<file path="src/rtl/display_compositor_if.sv">
// display_compositor_if
//   Bundles the pixel-stream, IR and box-description signals of the display
//   compositor so the sprite logic (master) and the compositor (slave) share a
//   single connection point.
//   Signals:
//     ir_in, ir_valid_in            decoded IR code and its one-cycle strobe
//     nf_in                         new-frame strobe
//     hcount_in, vcount_in          current pixel coordinates
//     camera_sw, camera_pixel_in    background select and camera RGB
//     start_pixel_in                menu-screen RGB
//     box_*_in                      packed per-box enable, bounds and colour
//     pixel_out, mode_out           composited RGB and active mode
interface display_compositor_if #(
  parameter int NUM_BOXES = 4
);
  logic [31:0]             ir_in;
  logic                    ir_valid_in;
  logic                    nf_in;
  logic [10:0]             hcount_in;
  logic [9:0]              vcount_in;
  logic                    camera_sw;
  logic [23:0]             camera_pixel_in;
  logic [23:0]             start_pixel_in;
  logic [NUM_BOXES-1:0]    box_en_in;
  logic [NUM_BOXES*12-1:0] box_x_in;
  logic [NUM_BOXES*11-1:0] box_y_in;
  logic [NUM_BOXES*12-1:0] box_xmax_in;
  logic [NUM_BOXES*11-1:0] box_ymax_in;
  logic [NUM_BOXES*24-1:0] box_color_in;
  logic [23:0]             pixel_out;
  logic [1:0]              mode_out;

  modport master (
    output ir_in, ir_valid_in, nf_in, hcount_in, vcount_in, camera_sw,
           camera_pixel_in, start_pixel_in, box_en_in, box_x_in, box_y_in,
           box_xmax_in, box_ymax_in, box_color_in,
    input  pixel_out, mode_out
  );

  modport slave (
    input  ir_in, ir_valid_in, nf_in, hcount_in, vcount_in, camera_sw,
           camera_pixel_in, start_pixel_in, box_en_in, box_x_in, box_y_in,
           box_xmax_in, box_ymax_in, box_color_in,
    output pixel_out, mode_out
  );
endinterface

</file>
<file path="src/rtl/display_compositor.sv">
// display_compositor
//   Composites NUM_BOXES prioritised colour boxes, a game border and the
//   camera feed into one 24-bit pixel, with a fixed two-cycle latency. Owns
//   the IR-driven MENU/PLAY/PAUSED mode FSM; mode changes are held pending
//   and only take effect on the new-frame strobe.
//   Ports:
//     clk_in   pixel clock
//     rst_in   asynchronous reset, active-high
//     bus      display_compositor_if slave: IR, frame strobe, pixel
//              coordinates, camera/menu pixels, box descriptions in;
//              pixel_out and mode_out out
module display_compositor #(
  parameter int          NUM_BOXES    = 4,
  parameter int          BORDER_X     = 960,
  parameter int          BORDER_Y     = 640,
  parameter logic [31:0] IR_START     = 32'h20DF_5BA4,
  parameter logic [31:0] IR_PAUSE     = 32'h20DF_5AA5,
  parameter int          BLINK_FRAMES = 30
) (
  input logic                 clk_in,
  input logic                 rst_in,
  display_compositor_if.slave bus
);

  localparam logic [1:0] MODE_MENU   = 2'd0;
  localparam logic [1:0] MODE_PLAY   = 2'd1;
  localparam logic [1:0] MODE_PAUSED = 2'd2;

  localparam int          CNT_W     = (BLINK_FRAMES > 1) ? $clog2(BLINK_FRAMES) : 1;
  localparam logic [CNT_W-1:0] CNT_LAST = CNT_W'(BLINK_FRAMES - 1);
  localparam logic [10:0] BORDER_X_C = 11'(BORDER_X);
  localparam logic [9:0]  BORDER_Y_C = 10'(BORDER_Y);

  logic [1:0]           mode;
  logic [1:0]           pend_mode;
  logic                 pend_valid;
  logic                 dec_valid;
  logic [1:0]           dec_mode;
  logic                 enter_paused;
  logic [CNT_W-1:0]     frame_cnt;
  logic                 blink;

  logic [NUM_BOXES-1:0] hit;
  logic [23:0]          hit_color;
  logic                 border_hit;
  logic [11:0]          h_ext;
  logic [10:0]          v_ext;

  logic [NUM_BOXES-1:0] s1_hit;
  logic [23:0]          s1_color;
  logic                 s1_border;
  logic [23:0]          s1_bg;
  logic [23:0]          s1_start;
  logic [1:0]           s1_mode;

  logic [23:0]          pixel_next;
  logic [23:0]          pixel_q;

  // Decode the IR code against the active mode (never the pending one).
  always_comb begin
    dec_valid = 1'b0;
    dec_mode  = MODE_MENU;
    if (bus.ir_valid_in) begin
      case (mode)
        MODE_MENU: begin
          if (bus.ir_in == IR_START) begin
            dec_valid = 1'b1;
            dec_mode  = MODE_PLAY;
          end
        end
        MODE_PLAY: begin
          if (bus.ir_in == IR_PAUSE) begin
            dec_valid = 1'b1;
            dec_mode  = MODE_PAUSED;
          end
        end
        MODE_PAUSED: begin
          if (bus.ir_in == IR_PAUSE) begin
            dec_valid = 1'b1;
            dec_mode  = MODE_PLAY;
          end else if (bus.ir_in == IR_START) begin
            dec_valid = 1'b1;
            dec_mode  = MODE_MENU;
          end
        end
        default: begin
          dec_valid = 1'b0;
        end
      endcase
    end
  end

  // A frame strobe applies whatever was pending before this cycle; a code
  // decoded in the same cycle becomes the new pending value instead of being
  // cleared, so it waits for the following frame.
  always_ff @(posedge clk_in or posedge rst_in) begin
    if (rst_in) begin
      mode       <= MODE_MENU;
      pend_mode  <= MODE_MENU;
      pend_valid <= 1'b0;
    end else begin
      if (bus.nf_in && pend_valid) begin
        mode <= pend_mode;
      end
      if (dec_valid) begin
        pend_valid <= 1'b1;
        pend_mode  <= dec_mode;
      end else if (bus.nf_in) begin
        pend_valid <= 1'b0;
      end
    end
  end

  assign enter_paused = bus.nf_in && pend_valid &&
                        (pend_mode == MODE_PAUSED) && (mode != MODE_PAUSED);

  // Blink half-period counter; only runs while paused and restarts on entry.
  always_ff @(posedge clk_in or posedge rst_in) begin
    if (rst_in) begin
      frame_cnt <= '0;
      blink     <= 1'b0;
    end else if (enter_paused) begin
      frame_cnt <= '0;
      blink     <= 1'b0;
    end else if ((mode == MODE_PAUSED) && bus.nf_in) begin
      if (frame_cnt == CNT_LAST) begin
        frame_cnt <= '0;
        blink     <= ~blink;
      end else begin
        frame_cnt <= frame_cnt + 1'b1;
      end
    end
  end

  assign h_ext = {1'b0, bus.hcount_in};
  assign v_ext = {1'b0, bus.vcount_in};

  // Inverted bounds fail one of the two comparisons, so such a box never hits.
  always_comb begin
    hit = '0;
    for (int i = 0; i < NUM_BOXES; i++) begin
      hit[i] = bus.box_en_in[i] &&
               (bus.box_x_in[12*i +: 12] <= h_ext) && (h_ext <= bus.box_xmax_in[12*i +: 12]) &&
               (bus.box_y_in[11*i +: 11] <= v_ext) && (v_ext <= bus.box_ymax_in[11*i +: 11]);
    end
  end

  // Walk from lowest priority upward so box 0 ends up winning.
  always_comb begin
    hit_color = 24'h0;
    for (int i = NUM_BOXES - 1; i >= 0; i--) begin
      if (hit[i]) begin
        hit_color = bus.box_color_in[24*i +: 24];
      end
    end
  end

  assign border_hit = ((bus.hcount_in == BORDER_X_C) && (bus.vcount_in <= BORDER_Y_C)) ||
                      ((bus.vcount_in == BORDER_Y_C) && (bus.hcount_in <= BORDER_X_C));

  // Stage 1 captures the mode alongside the pixel so a frame switch lines up
  // with the pixel data two cycles after the strobe.
  always_ff @(posedge clk_in or posedge rst_in) begin
    if (rst_in) begin
      s1_hit    <= '0;
      s1_color  <= 24'h0;
      s1_border <= 1'b0;
      s1_bg     <= 24'h0;
      s1_start  <= 24'h0;
      s1_mode   <= MODE_MENU;
    end else begin
      s1_hit    <= hit;
      s1_color  <= hit_color;
      s1_border <= border_hit;
      s1_bg     <= bus.camera_sw ? bus.camera_pixel_in : 24'h0;
      s1_start  <= bus.start_pixel_in;
      s1_mode   <= mode;
    end
  end

  // Blink dims box colours only; border and background stay untouched.
  always_comb begin
    pixel_next = s1_bg;
    if (s1_mode == MODE_MENU) begin
      pixel_next = s1_start;
    end else if (s1_border) begin
      pixel_next = 24'hFFFFFF;
    end else if (|s1_hit) begin
      if ((s1_mode == MODE_PAUSED) && blink) begin
        pixel_next = {1'b0, s1_color[23:17], 1'b0, s1_color[15:9], 1'b0, s1_color[7:1]};
      end else begin
        pixel_next = s1_color;
      end
    end
  end

  always_ff @(posedge clk_in or posedge rst_in) begin
    if (rst_in) begin
      pixel_q <= 24'h0;
    end else begin
      pixel_q <= pixel_next;
    end
  end

  assign bus.pixel_out = pixel_q;
  assign bus.mode_out  = mode;

endmodule
</file>
<file path="src/flat_wrapper.sv">
// flat-port wrapper written by rule: the top's interface ports become plain ports
module display_compositor_flat 
#(
  parameter int          NUM_BOXES    = 4,
  parameter int          BORDER_X     = 960,
  parameter int          BORDER_Y     = 640,
  parameter logic [31:0] IR_START     = 32'h20DF_5BA4,
  parameter logic [31:0] IR_PAUSE     = 32'h20DF_5AA5,
  parameter int          BLINK_FRAMES = 30
)
  (clk_in, rst_in, bus_ir_in, bus_ir_valid_in, bus_nf_in, bus_hcount_in, bus_vcount_in, bus_camera_sw, bus_camera_pixel_in, bus_start_pixel_in, bus_box_en_in, bus_box_x_in, bus_box_y_in, bus_box_xmax_in, bus_box_ymax_in, bus_box_color_in, bus_pixel_out, bus_mode_out);
  display_compositor_if #(.NUM_BOXES(NUM_BOXES)) bus_i ();
  input logic clk_in;
  input logic rst_in;
  input wire logic [$bits(bus_i.ir_in)-1:0] bus_ir_in;
  input wire logic [$bits(bus_i.ir_valid_in)-1:0] bus_ir_valid_in;
  input wire logic [$bits(bus_i.nf_in)-1:0] bus_nf_in;
  input wire logic [$bits(bus_i.hcount_in)-1:0] bus_hcount_in;
  input wire logic [$bits(bus_i.vcount_in)-1:0] bus_vcount_in;
  input wire logic [$bits(bus_i.camera_sw)-1:0] bus_camera_sw;
  input wire logic [$bits(bus_i.camera_pixel_in)-1:0] bus_camera_pixel_in;
  input wire logic [$bits(bus_i.start_pixel_in)-1:0] bus_start_pixel_in;
  input wire logic [$bits(bus_i.box_en_in)-1:0] bus_box_en_in;
  input wire logic [$bits(bus_i.box_x_in)-1:0] bus_box_x_in;
  input wire logic [$bits(bus_i.box_y_in)-1:0] bus_box_y_in;
  input wire logic [$bits(bus_i.box_xmax_in)-1:0] bus_box_xmax_in;
  input wire logic [$bits(bus_i.box_ymax_in)-1:0] bus_box_ymax_in;
  input wire logic [$bits(bus_i.box_color_in)-1:0] bus_box_color_in;
  output wire logic [$bits(bus_i.pixel_out)-1:0] bus_pixel_out;
  output wire logic [$bits(bus_i.mode_out)-1:0] bus_mode_out;
  assign bus_i.ir_in = bus_ir_in;
  assign bus_i.ir_valid_in = bus_ir_valid_in;
  assign bus_i.nf_in = bus_nf_in;
  assign bus_i.hcount_in = bus_hcount_in;
  assign bus_i.vcount_in = bus_vcount_in;
  assign bus_i.camera_sw = bus_camera_sw;
  assign bus_i.camera_pixel_in = bus_camera_pixel_in;
  assign bus_i.start_pixel_in = bus_start_pixel_in;
  assign bus_i.box_en_in = bus_box_en_in;
  assign bus_i.box_x_in = bus_box_x_in;
  assign bus_i.box_y_in = bus_box_y_in;
  assign bus_i.box_xmax_in = bus_box_xmax_in;
  assign bus_i.box_ymax_in = bus_box_ymax_in;
  assign bus_i.box_color_in = bus_box_color_in;
  assign bus_pixel_out = bus_i.pixel_out;
  assign bus_mode_out = bus_i.mode_out;
  display_compositor #(.NUM_BOXES(NUM_BOXES), .BORDER_X(BORDER_X), .BORDER_Y(BORDER_Y), .IR_START(IR_START), .IR_PAUSE(IR_PAUSE), .BLINK_FRAMES(BLINK_FRAMES)) u_core (.clk_in(clk_in), .rst_in(rst_in), .bus(bus_i));
endmodule
</file>
<file path="config.mk">
export PLATFORM = sky130hd
export DESIGN_NAME = display_compositor_flat
export DESIGN_NICKNAME = d
export VERILOG_FILES = /design/src/rtl/display_compositor_if.sv /design/src/rtl/display_compositor.sv /design/src/flat_wrapper.sv
export SDC_FILE = /design/constraint.sdc
export NUM_CORES = 1
export LEC_CHECK = 0
export CAP_MARGIN = 25
export CORE_AREA = 2 2 143 201
export CTS_BUF_LIST = sky130_fd_sc_hd__clkbuf_8
export DETAILED_ROUTE_END_ITERATION = 6
export DIE_AREA = 0 0 145 203
export MAX_ROUTING_LAYER = met4
export PLACE_DENSITY = 0.78
export SYNTH_ARGS = -nofsm -noshare
export SYNTH_HDL_FRONTEND = slang
export SYNTH_SLANG_ARGS = --single-unit
</file>
<file path="constraint.sdc">
create_clock -name clk_in -period 4.9 [get_ports clk_in]
set_input_delay 0.98 -clock clk_in [delete_from_list [all_inputs] [get_ports clk_in]]
set_output_delay 0.98 -clock clk_in [all_outputs]
set_load 0.02 [all_outputs]
</file>
### Word level (Yosys, flattened, before mapping)

Cells that the tools add are included.

| cells by class | value |
|---|---|
| eq/ne operators | 10 |
| shift-type cells | 0 |
| $add $sub $neg | 1 |
| $lt $le $gt $ge | 18 |
| reductions and logical operators | 31 |
| bitwise logic cells | 1 |
| divide/modulo/power cells | 0 |
| multiply operators | 0 |
| muxes and demuxes | 27 |

Operators by type and width:

| cell | number |
|---|---|
| $mux 24 | 9 |
| $eq 32x30->1 const B | 2 |
| $le 11x12->1 | 4 |
| $le 12x11->1 | 4 |
| $le 10x11->1 | 4 |
| $le 11x10->1 | 4 |
| $logic_and 1x1->1 | 23 |
| $mux 5 | 3 |
| $eq 11x10->1 const B | 1 |
| $le 11x10->1 const B | 1 |
| $mux 1 | 11 |
| $eq 10x10->1 const B | 1 |
| $le 10x10->1 const B | 1 |
| $eq 2x2->1 const B | 3 |
| $pmux 2 s3 | 1 |
| $reduce_bool 2->1 | 3 |
| $add 5x1->5 const B | 1 |
| $eq 5x5->1 const B | 1 |
| $logic_not 2->1 | 2 |
| $mux 2 | 2 |
| $reduce_or 4->1 | 1 |
| $pmux 1 s3 | 1 |
| $eq 2x1->1 const B | 1 |
| $ne 2x2->1 const B | 1 |
| other kinds (3) | 3 |

| storage, ports and cells | value |
|---|---|
| memories | 0 |
| bits in latches | 0 |
| memory bits (writable) | 0 |
| bits in registers | 114 |
| logic and storage cells | 100 |
| bits in read-only memories | 0 |

### Longest topological paths before layout

| logic depth | value |
|---|---|
| depth in word-level cells | 9 |
| depth in mapped cells | 11 |

### Least setup slack after synthesis

No wires, ideal clock.

| path | value |
|---|---|
| path kind | in2reg |
| from | input port bus_vcount_in[1] |
| to | register u_core.s1_color[10] |
| data arrival time | 3184 ps |
| required time | 4804 ps |
| path buffers | 2 |
| slack | 1620 ps |
| library setup time | 96 ps |
| cell stages on the path | 11 |
| cell sequence | inv_1 -> ha_1 -> nor2b_1 -> o31ai_1 -> a21oi_1 -> o41ai_1 -> and3_1 -> clkbuf_1 -> clkbuf_1 -> a211oi_1 -> a311oi_2 |

| between the ends | value |
|---|---|
| longest elaborated chain between the ends | 7 |

Ends and longest elaborated chain:

| item | line | RTL |
|---|---|---|
| from (decl) | flat_wrapper.sv:19 | `input wire logic [$bits(bus_i.vcount_in)-1:0] bus_vcount_in;` |
| $le 11x10->1 | display_compositor.sv:144 | `(bus.box_y_in[11*i +: 11] <= v_ext) && (v_ext <= bus.box_ymax_in[11*i +: 11]);` |
| $logic_and 1x1->1 | display_compositor.sv:143 | `(bus.box_x_in[12*i +: 12] <= h_ext) && (h_ext <= bus.box_xmax_in[12*i +: 12]) &&` |
| $logic_and 1x1->1 | display_compositor.sv:144 |  |
| $mux 24 (3 in series) | display_compositor.sv:152 | `if (hit[i]) begin` |
| $mux 24 * | display_compositor.sv:152 |  |
| named net u_core.hit_color[10] | display_compositor.sv:44 | `logic [23:0] hit_color;` |
| to (signal assigned) | display_compositor.sv:173 | `s1_color <= hit_color;` |
| to (decl) | display_compositor.sv:50 | `logic [23:0] s1_color;` |

Mark *: on every way through the listed nets, which the timed path passes. The rest lies on a longest branch.
A chain may end at the register's enable or synchronous reset.

### Final worst setup path

| path | value |
|---|---|
| from | input port bus_hcount_in[10] |
| to | register u_core.s1_color[23] |

| between the ends | value |
|---|---|
| longest elaborated chain between the ends | 9 |

Ends and longest elaborated chain:

| item | line | RTL |
|---|---|---|
| from (decl) | flat_wrapper.sv:18 | `input wire logic [$bits(bus_i.hcount_in)-1:0] bus_hcount_in;` |
| $le 12x11->1 | display_compositor.sv:143 |  |
| $logic_and 1x1->1 | display_compositor.sv:142 | `hit[i] = bus.box_en_in[i] &&` |
| $logic_and 1x1->1 (2 in series) | display_compositor.sv:143 |  |
| $logic_and 1x1->1 | display_compositor.sv:144 |  |
| $mux 24 (3 in series) | display_compositor.sv:152 |  |
| $mux 24 * | display_compositor.sv:152 |  |
| named net u_core.hit_color[23] | display_compositor.sv:44 |  |

Marked as above.

==> impl_metrics.csv <==
group,metric,value,unit
sta,setup-tns-final,0,ns
flow_run,drv_cap,0,
grt,grt_usage,27.4,%
clock_network,root_buffer,"clkbuf_8",
route,wl_per_cell,21.2,µm
floorplanning,start_util,34.6,%
clock_network,clk_latency,0.43,ns
sta,finClkSkew,0.0149,ns
clock_network,cts_setup_buffers,0,
route,postRouteAntennaNets,0,
place,io_buffers,415,
place,post-dp-hpwl,34100,µm
final_layout,syn2layout_area_growth,54.1,%
synth,postSynthCellCount,1061,
grt,antenna_found_initial,17,
floorplanning,die_width,145,µm
synth,yosys.cell_count.top_type,"ha_1",
sta,fin_ws,0.735,ns
pwr,total_leakage_power,6.39,nW
floorplanning,fp.dieH,203,µm
place,dp.cells,1826,
route,vias_per_cell,5.36,
grt,grt_max_degree,61,
synth,ys_ff_latch,114,
synth,ys_seq_area_share,30.0,%
final_layout,stdcell_count,1877,
route,drc,0,
pwr,ir_worst_vdd,0.000137,V
grt,gr-total-overflow,0,
sta,tightest_slew,0.997,ns
synth,mappedNetlistArea,0.00951,mm²
route,drtIter0Drc,499,
floorplanning,die-area,0.0294,mm²
clock_network,clockBufferDepth,2,
grt,grt_pass1_vias,10600,
outcome,status,"complete, no violations",
synth,synth_ff_type,"dfrtp_1",
sta,hold_viol,0,
worst_setup_path,critPathCaptureType,"flip-flop",
hold_path,min_path_type,"reg -> reg",
clock_network,numClockSinks,114,
synth,synth_edf_count,0,
final_layout,nNetsFinal,2035,
synth,ys.warnings.count,0,
worst_setup_path,path_class,"in -> reg",
floorplanning,io_pins,416,
clock_network,numCtsBuffers,17,
clock_network,clkTransAtPathRegs,0.08,ns
pwr,power_density,210,mW/mm²
clock_network,holdBufCountCts,0,
sta,fmax,0.240,GHz
route,drt_wl_total,39800,µm
clock_network,cts_resized,0,
route,first_pass_iters,5,
sta,rsz0062_at_grt,"no",
synth,synth.top_cells.by_count,"ha_1, inv_1, dfrtp_1",
place,place_ws,0.311,ns
synth,synth_top_area_share,30.0,%
worst_setup_path,cp.required,5.13,ns
synth,ys_types,62,
floorplanning,coreArea,0.0275,mm²
worst_setup_path,critPathArrivalTime,4.40,ns
synth,yosys.area.top_type,"dfrtp_1",
final_layout,layout-drive-gt1-share,5.99,%
synth,synthArstFlopShare,100,%
clock_network,cts_tree,"yes",
place,gp_congestion,0.952,
sta,finalCritPeriodShare,85.0,%
synth,avgSynthCellArea,8.97,µm²
sta,finalSetupViolCount,0,
worst_setup_path,startpoint_type,"input pin",
synth,ys_top_cells_by_area,"dfrtp_1, ha_1, inv_1",
sta,period_needed,4.17,ns
clock_network,htree_levels,4,
synth,synth_nets,1621,
grt,grt_pass1_wl,59700,µm
floorplanning,num_rows,72,
worst_setup_path,crit_fanout,24,
sta,final-max-slew-violation-count,0,
sta,relSlewSlack,33.4,%
route,vias,10100,
## layout by cell type, fill, tap and decap left out, types with 21 or more instances in the layout
master / instances
nand3_1: 57
a211oi_1: 40
clkbuf_8: 21
nor3_1: 38
o21ai_0: 27
a31oi_1: 25
nor2_1: 61
buf_4: 21
clkdlybuf4s50_1: 415
a21oi_1: 55
nand2_1: 68
and2_1: 24
dfrtp_1: 114
ha_1: 170
inv_1: 119
nand4_1: 24
o22a_1: 21
## final timing paths
path,to,cells after the start,startpoint,slack (ns)
worst max-delay path,u_core.s1_color[23],9,bus_hcount_in[10],0.73
worst min-delay path,u_core.bus.pixel_out[12],1,u_core.s1_start[12],0.48
worst max register to register,u_core.blink,5,u_core.bus.mode_out[1],2.61
worst min register to register,u_core.bus.pixel_out[12],1,u_core.s1_start[12],0.48
max in group asynchronous,u_core.bus.pixel_out[20],3,rst_in,2.97
min in group asynchronous,u_core.s1_start[18],2,rst_in,1.05
## per-layer routing
layer | global-route usage [%] | wire length (µm)
met1 | 28.0 | 14600
met2 | 50.5 | 21000
met3 | 6.31 | 2710
met4 | 11.0 | 1430
met5 | - | 0
## state kept, by name, summed over array words and instances, names as in the netlist
register	flops
u_core.s1_color	24
u_core.pend_mode	2
u_core.blink	1
u_core.bus.pixel_out	24
u_core.s1_start	24
u_core.frame_cnt	5
u_core.s1_hit	4
u_core.bus.mode_out	2
u_core.s1_mode	2
u_core.s1_border	1
u_core.s1_bg	24
u_core.pend_valid	1
## final cells by class
type                       count  area [µm²]
inverter                     119         449
tap                          370         463
timing repair buffer         436        4310
clock inverter                10         180
clock buffer                  21         289
antenna                       20        50.0
multi-input combinational    787        6060
sequential                   114        2850
fill                        2486       12800
## metrics by stage
stage | hold WS [ns] | power [mW] | area, µm² | utilization, %
floorplan | 0.458 | 1.51 | 9510 | -
global placement | 0.464 | 2.04 | 14100 | 51.5
detailed placement | 0.472 | 2.05 | 14100 | 51.5
CTS | 0.481 | 3.10 | 14600 | 53.2
global route | 0.495 | 3.24 | 14700 | 53.3
finish | 0.481 | 3.08 | 14700 | 53.3
## critical path, cell delays in order
cell and delay [ns]:
clkdlybuf4s50_1 0.69, inv_1 0.20, ha_1 0.33, nor4bb_1 0.40, o21ai_0 0.18, a22oi_1 0.35
or4_1 0.21, a21boi_4 0.80, a311oi_1 0.24
## power by group
| group | leakage (nW) | internal, mW | switching (mW) |
|---|---|---|---|
| Clock | 0.239 | 0.655 | 0.380 |
| Sequential | 1.44 | 1.00 | 0.0325 |
| Combinational | 4.71 | 0.532 | 0.475 |
| Total | 6.39 | 2.19 | 0.888 |
## logic make-up after synthesis
group	count (synthesis)	share of synthesized area (%)
buffers and inverters	160	6.58
xor gates and xnor gates	1	0.0921
DFF	114	30.0
adders and majority gates	170	22.4
and+or+nand+nor	366	21.4
muxes	4	0.473
AOI/OAI and AO/OA	246	19.1
Note: power is estimated with default switching activity, not from simulation.
